==> src/rtl/mem_wb_stage_skid_pkg.sv <==
// -----------------------------------------------------------------------------
// mem_wb_stage_skid_pkg
//   Shared definitions for the MEM->WB pipeline register:
//     - default widths of the write-back payload fields
//     - write-back mux select encodings
//     - default-width write-back payload struct (field order matches the
//       packing used inside mem_wb_stage_skid)
//     - state enum of the two-entry skid buffer and an occupancy helper
// -----------------------------------------------------------------------------
package mem_wb_stage_skid_pkg;

   localparam int DATA_W_DEF  = 32;
   localparam int RD_W_DEF    = 5;
   localparam int WDSEL_W_DEF = 3;

   // Write-back mux select encodings.
   localparam logic [WDSEL_W_DEF-1:0] WD_ALU = 3'd0;
   localparam logic [WDSEL_W_DEF-1:0] WD_MEM = 3'd1;
   localparam logic [WDSEL_W_DEF-1:0] WD_PC4 = 3'd2;

   // Buffer state; the numeric value equals the number of held entries.
   typedef enum logic [1:0] {
      EMPTY = 2'd0,
      ONE   = 2'd1,
      TWO   = 2'd2
   } skid_state_t;

   // Write-back payload at the default widths, most significant field first.
   typedef struct packed {
      logic [DATA_W_DEF-1:0]  read_data;
      logic [DATA_W_DEF-1:0]  aluout;
      logic [RD_W_DEF-1:0]    rd;
      logic                   regwrite;
      logic [WDSEL_W_DEF-1:0] wdsel;
   } wb_payload_t;

   // Number of held entries for a given buffer state.
   function automatic logic [1:0] state_occupancy(skid_state_t s);
      logic [1:0] occ;
      case (s)
         ONE:     occ = 2'd1;
         TWO:     occ = 2'd2;
         default: occ = 2'd0;
      endcase
      return occ;
   endfunction

endpackage

==> src/rtl/mem_wb_stage_skid_pipe_skid_buf.sv <==
// -----------------------------------------------------------------------------
// pipe_skid_buf
//   Generic, payload-agnostic valid/ready buffer holding up to two entries
//   (main + skid) with a synchronous flush.
//
//   Parameters
//     W        payload width
//     SKID_EN  1: two entries, in_ready is a pure function of the state
//                 register (no combinational path from out_ready)
//              0: single entry, in_ready = !out_valid | out_ready
//
//   Ports
//     clk, rst           clock (rising edge), asynchronous active-high reset
//     flush              drop all held entries and any same-cycle accept
//     in_valid/in_ready  upstream handshake, in_data payload
//     out_valid/out_ready downstream handshake, out_data = oldest entry
//     skid_valid/skid_data  second (younger) entry, for hazard inspection
//     occupancy          number of held entries (0..2)
// -----------------------------------------------------------------------------
module pipe_skid_buf
   import mem_wb_stage_skid_pkg::*;
#(
   parameter int W       = 8,
   parameter bit SKID_EN = 1'b1
) (
   input  logic         clk,
   input  logic         rst,
   input  logic         flush,
   input  logic         in_valid,
   output logic         in_ready,
   input  logic [W-1:0] in_data,
   output logic         out_valid,
   input  logic         out_ready,
   output logic [W-1:0] out_data,
   output logic         skid_valid,
   output logic [W-1:0] skid_data,
   output logic [1:0]   occupancy
);

   skid_state_t  state_reg;
   skid_state_t  state_next;
   logic [W-1:0] main_reg;
   logic [W-1:0] skid_reg;
   logic         accept;
   logic         pop;

   assign accept = in_valid & in_ready;
   assign pop    = out_valid & out_ready;

   // State register.
   always_ff @(posedge clk or posedge rst) begin
      if (rst) begin
         state_reg <= EMPTY;
      end else begin
         state_reg <= state_next;
      end
   end

   // Next-state logic; flush overrides every transition.
   always_comb begin
      state_next = state_reg;
      case (state_reg)
         EMPTY: begin
            if (accept) begin
               state_next = ONE;
            end
         end
         ONE: begin
            if (pop && !accept) begin
               state_next = EMPTY;
            end else if (accept && !pop) begin
               state_next = TWO;
            end
         end
         TWO: begin
            if (pop) begin
               state_next = ONE;
            end
         end
         default: begin
            state_next = EMPTY;
         end
      endcase
      if (flush) begin
         state_next = EMPTY;
      end
   end

   // Output logic.
   always_comb begin
      out_valid  = (state_reg != EMPTY);
      skid_valid = (state_reg == TWO);
      occupancy  = state_occupancy(state_reg);
      if (SKID_EN) begin
         in_ready = (state_reg != TWO);
      end else begin
         in_ready = (state_reg == EMPTY) | out_ready;
      end
   end

   // Payload storage. Cleared on reset so nothing stale is visible afterwards;
   // on flush the contents are don't-care because both valids drop.
   always_ff @(posedge clk or posedge rst) begin
      if (rst) begin
         main_reg <= '0;
         skid_reg <= '0;
      end else if (!flush) begin
         case (state_reg)
            EMPTY: begin
               if (accept) begin
                  main_reg <= in_data;
               end
            end
            ONE: begin
               if (accept && pop) begin
                  main_reg <= in_data;
               end else if (accept) begin
                  skid_reg <= in_data;
               end
            end
            TWO: begin
               // in_ready is low here, so only the skid-to-main shift occurs.
               if (pop) begin
                  main_reg <= skid_reg;
               end
            end
            default: begin
               main_reg <= main_reg;
            end
         endcase
      end
   end

   assign out_data  = main_reg;
   assign skid_data = skid_reg;

endmodule

==> src/rtl/mem_wb_stage_skid.sv <==
// -----------------------------------------------------------------------------
// mem_wb_stage_skid
//   MEM->WB pipeline register with valid/ready handshake, optional skid entry,
//   synchronous flush and a hazard-visibility port.
//
//   Ports
//     clk, rst                  clock, asynchronous active-high reset
//     flush                     squash all held and incoming entries
//     in_valid/in_ready         MEM-side handshake
//     in_read_data, in_aluout, in_rd, in_regwrite, in_wdsel   MEM payload
//     out_valid/out_ready       WB-side handshake
//     out_read_data, out_aluout, out_rd, out_wdsel            held payload
//     out_regwrite              write enable qualified by out_valid
//     pend_rd_valid, pend_rd    oldest held entry that writes a nonzero reg
//     occupancy                 number of held entries (0..2)
// -----------------------------------------------------------------------------
module mem_wb_stage_skid
   import mem_wb_stage_skid_pkg::*;
#(
   parameter int DATA_W  = DATA_W_DEF,
   parameter int RD_W    = RD_W_DEF,
   parameter int WDSEL_W = WDSEL_W_DEF,
   parameter bit SKID_EN = 1'b1
) (
   input  logic               clk,
   input  logic               rst,
   input  logic               flush,
   input  logic               in_valid,
   output logic               in_ready,
   input  logic [DATA_W-1:0]  in_read_data,
   input  logic [DATA_W-1:0]  in_aluout,
   input  logic [RD_W-1:0]    in_rd,
   input  logic               in_regwrite,
   input  logic [WDSEL_W-1:0] in_wdsel,
   output logic               out_valid,
   input  logic               out_ready,
   output logic [DATA_W-1:0]  out_read_data,
   output logic [DATA_W-1:0]  out_aluout,
   output logic [RD_W-1:0]    out_rd,
   output logic               out_regwrite,
   output logic [WDSEL_W-1:0] out_wdsel,
   output logic               pend_rd_valid,
   output logic [RD_W-1:0]    pend_rd,
   output logic [1:0]         occupancy
);

   // Same field order as wb_payload_t, but sized by this instance's parameters.
   typedef struct packed {
      logic [DATA_W-1:0]  read_data;
      logic [DATA_W-1:0]  aluout;
      logic [RD_W-1:0]    rd;
      logic               regwrite;
      logic [WDSEL_W-1:0] wdsel;
   } payload_t;

   localparam int PAYLOAD_W = $bits(payload_t);

   payload_t               in_pl;
   payload_t               main_pl;
   payload_t               skid_pl;
   logic [PAYLOAD_W-1:0]   main_bits;
   logic [PAYLOAD_W-1:0]   skid_bits;
   logic                   skid_valid;
   logic                   main_writes;
   logic                   skid_writes;

   // Writes to x0 are dropped at capture, so nothing downstream (including
   // the hazard port) ever sees them as real writes.
   always_comb begin
      in_pl.read_data = in_read_data;
      in_pl.aluout    = in_aluout;
      in_pl.rd        = in_rd;
      in_pl.regwrite  = in_regwrite & (in_rd != '0);
      in_pl.wdsel     = in_wdsel;
   end

   pipe_skid_buf #(
      .W       (PAYLOAD_W),
      .SKID_EN (SKID_EN)
   ) u_buf (
      .clk        (clk),
      .rst        (rst),
      .flush      (flush),
      .in_valid   (in_valid),
      .in_ready   (in_ready),
      .in_data    (in_pl),
      .out_valid  (out_valid),
      .out_ready  (out_ready),
      .out_data   (main_bits),
      .skid_valid (skid_valid),
      .skid_data  (skid_bits),
      .occupancy  (occupancy)
   );

   assign main_pl = main_bits;
   assign skid_pl = skid_bits;

   // Payload fields hold their last value while out_valid is low; only the
   // write enable is gated so WB never writes from a stale entry.
   assign out_read_data = main_pl.read_data;
   assign out_aluout    = main_pl.aluout;
   assign out_rd        = main_pl.rd;
   assign out_wdsel     = main_pl.wdsel;
   assign out_regwrite  = main_pl.regwrite & out_valid;

   // Hazard port: driven from held state only, the older (main) entry wins.
   always_comb begin
      main_writes   = out_valid & main_pl.regwrite;
      skid_writes   = skid_valid & skid_pl.regwrite;
      pend_rd_valid = main_writes | skid_writes;
      if (main_writes) begin
         pend_rd = main_pl.rd;
      end else if (skid_writes) begin
         pend_rd = skid_pl.rd;
      end else begin
         pend_rd = '0;
      end
   end

   // The hazard logic only needs rd/regwrite of the skid entry.
   logic unused_skid_fields;
   assign unused_skid_fields = ^{skid_pl.read_data, skid_pl.aluout, skid_pl.wdsel};

endmodule

==> config.mk <==
export PLATFORM = sky130hd
export DESIGN_NAME = mem_wb_stage_skid
export DESIGN_NICKNAME = d
export VERILOG_FILES = /design/src/rtl/mem_wb_stage_skid_pkg.sv /design/src/rtl/mem_wb_stage_skid_pipe_skid_buf.sv /design/src/rtl/mem_wb_stage_skid.sv
export SDC_FILE = /design/constraint.sdc
export NUM_CORES = 1
export LEC_CHECK = 0
export CELL_PAD_IN_SITES_DETAIL_PLACEMENT = 1
export CELL_PAD_IN_SITES_GLOBAL_PLACEMENT = 2
export CORE_MARGIN = 1
export CORE_UTILIZATION = 31
export DETAILED_ROUTE_END_ITERATION = 16
export PLACE_DENSITY = 0.75
export REMOVE_ABC_BUFFERS = 1
export SKIP_LAST_GASP = 1
export SYNTH_ARGS = -nofsm -noshare
export SYNTH_HDL_FRONTEND = slang
export SYNTH_SLANG_ARGS = --single-unit
==> constraint.sdc <==
create_clock -name clk -period 4.6 [get_ports clk]
set_input_delay 0.92 -clock clk [delete_from_list [all_inputs] [get_ports clk]]
set_output_delay 0.92 -clock clk [all_outputs]
set_load 0.02 [all_outputs]
==> run_results.csv <==
group,metric,value,unit
setup_path,crit_arrival,2.59,ns
floorplanning,die_h,153,um
logic_synthesis,yosysMostFrequentCell,"mux2_2",
setup_path,worst_r2r_path_depth,4,
setup_path,path_class,"reg -> out",
sta,skew,0.00932,ns
clock_tree,numCtsBuffers,17,
floorplanning,start_util,32.1,%
sta,hold_ws,0.501,ns
clock_tree,cts-root-buf,"clkbuf_16",
sta,finalCriticalPeriod,3.51,ns
floorplanning,io_pins,161,
logic_synthesis,ys_ff_latch,148,
place,placed_area,8440,um^2
sta,setup_tns,0,ns
final_layout,synthToLayoutAreaGrowth,28.0,%
logic_synthesis,synth_area_leaders,"dfrtp_1 (52%), mux2_2 (34%), buf_4 (7.8%)",
logic_synthesis,synth.top_cell.area_share,52.3,%
logic_synthesis,synthMuxAreaShare,34.6,%
sta,setup_violations,0,
logic_synthesis,yosys.area_share.simple,1.36,%
pwr,ir_worst_vdd,0.000200,V
clock_tree,cts_max_path_buffers,2,
sta,max_slew_margin,50.9,%
detailed_routing,drcViolationCount,0,
pwr,p_leak,3.73,nW
global_routing,grt.met2_usage,24.5,%
floorplanning,dieArea,23500,um^2
run,drv_cap,0,
global_routing,overflow,0,
min_path,holdPathStages,1,
final_layout,ff_latch_area,3700,um^2
place,port_buffers,160,
sta,finalMaxSlewViolations,0,
clock_tree,cts_hold_buf,0,
final_layout,multi_input_area,2690,um^2
setup_path,crit_path_end_kind,"output port",
logic_synthesis,yosysSeqAreaShare,52.3,%
clock_tree,path_clk_slew,0.06,ns
global_routing,grtUsageMet1,16.8,%
final_layout,fill_cells,2256,
logic_synthesis,synth_compound_area_share,1.78,%
global_routing,grt.total_usage,14.2,%
setup_path,path_max_fanout,10,
status,outcome,"complete, no violations",
detailed_routing,dr_total_vias,4103,
logic_synthesis,synth_top_family_by_area,"multiplexers",
setup_path,r2r_slack,2.35,ns
clock_tree,clock_latency,0.42,ns
global_routing,antenna_found_initial,0,
global_routing,grt_pass1_wl,25800,um
clock_tree,cts_setup_buffers,0,
clock_tree,cts_resized,0,
final_layout,drive_gt1_share,43.5,%
logic_synthesis,ys.flop_type,"dfrtp_1",
logic_synthesis,synth_warnings,0,
sta,fmax,285,MHz
global_routing,gr-usage-met3,4.79,%
detailed_routing,finalWirelength,15700,um
logic_synthesis,synthXorXnorAreaFrac,0,%
global_routing,grt_max_degree,78,
place,hpwl,10200,um
sta,tightest_slew,0.736,ns
setup_path,cp.required,3.68,ns
logic_synthesis,synth_cell_types,30,
final_layout,insertedDiodeCount,0,
clock_tree,cts.htree.levels,4,
clock_tree,clock_sinks,148,
final_layout,nets,661,
logic_synthesis,synth_edf_count,0,
pwr,power_density,475,nW/um^2
logic_synthesis,netlist_area,7090,um^2
sta,hold_viol_final,0,
logic_synthesis,ys_async_sr_fraction,100,%
sta,fin_crit_sh,76.4,%
final_layout,final_cell_area,9070,um^2
place,routabilityCongestion,0.718,
floorplanning,rows,54,
setup_path,start_kind,"flop",
global_routing,top_usage_layer,"met2",
floorplanning,core,22100,um^2
logic_synthesis,synthCells,495,
detailed_routing,vias_per_cell,4.68,
detailed_routing,drt_iter0_markers,69,
logic_synthesis,synthAdderAreaFrac,0,%
logic_synthesis,synth_common_cells,"mux2_2 (217), dfrtp_1 (148), buf_4 (74)",
detailed_routing,dr.pass1.iters,4,
floorplanning,die_w,153,um
logic_synthesis,yosysTopAreaCell,"dfrtp_1",
detailed_routing,ant_nets,0,
detailed_routing,wire_per_inst,18.0,um
sta,grt_setup_unrepaired,"false",
clock_tree,cts_tree,"built",
global_routing,grt_pass1_vias,4645,
pwr,power,4.31,mW
min_path,hp-class,"reg -> reg",
logic_synthesis,syn_avg_cell_area,14.3,um^2
-- worst max-delay path: stages, from the launching register on --
cell             delay (ns)
dfrtp_1                0.53
nand2b_1               0.23
nor3b_1                0.57
a22o_1                 0.23
clkdlybuf4s50_1        0.62
-- power breakdown --
part	switching (mW)	total (mW)	internal, mW
registers	0.173	1.79	1.62
logic	0.430	1.02	0.592
clock network	0.558	1.50	0.941
-- through the flow --
stage          util [%]  worst slack (ns)  instances
3_3_place_gp       38.2              1.50        844
5_1_grt            41.1             0.997        876
4_1_cts            41.1              1.07        876
2_1_floorplan         -            -0.300        399
3_5_place_dp       38.2              1.41        844
6_report           41.1              1.09        876
-- layout make-up --
cell class              count  share of cell area [%]
repair buffers            165                    18.5
clock inverters            11                    1.92
inverters                   3                   0.179
clock buffers              21                    5.08
flip-flops and latches    148                    40.8
well taps                 280                    3.86
multi-input cells         248                    29.7
-- path summary, 6_finish.rpt --
| path | startpoint | endpoint |
|---|---|---|
| hold / removal | u_buf.skid_data[30] | u_buf.skid_data[30] |
| max in group asynchronous | rst | u_buf.out_data[1] |
| setup / recovery | u_buf.state_reg[0] | pend_rd[3] |
| min in group asynchronous | rst | u_buf.out_data[6] |
| hold reg to reg | u_buf.skid_data[30] | u_buf.skid_data[30] |
| setup reg to reg | u_buf.state_reg[0] | u_buf.out_data[66] |
-- per-layer routing --
metal	wire length [um]	up-vias	part of all wire, %
met4	150	0	0.95
met1	6630	2126	42
met2	8040	104	51
met5	0	-	0
li1	-	1857	-
met3	914	16	5.8
-- logic make-up (layout without fill, tap and decap cells) --
logic type	Yosys count	in the layout
and+or+nand+nor	16	16
AOI/OAI and AO/OA	14	14
muxes	218	218
buffers and inverters	99	200
DFF	148	148
-- layout by cell type, fill, tap and decap left out, types with 2 or more instances in the layout --
cell and instances:
mux2_2 217, clkdlybuf4s50_1 160, dfrtp_1 148, clkbuf_16 17, a22o_1 5, bufinv_16 4
inv_6 3, clkinvlp_4 3, buf_12 3, nor2_1 2, nor2b_1 2, nand2_1 2
a21oi_1 2, clkbuf_1 2, clkbuf_8 2, buf_4 2
(Power assumes the default switching activity.)
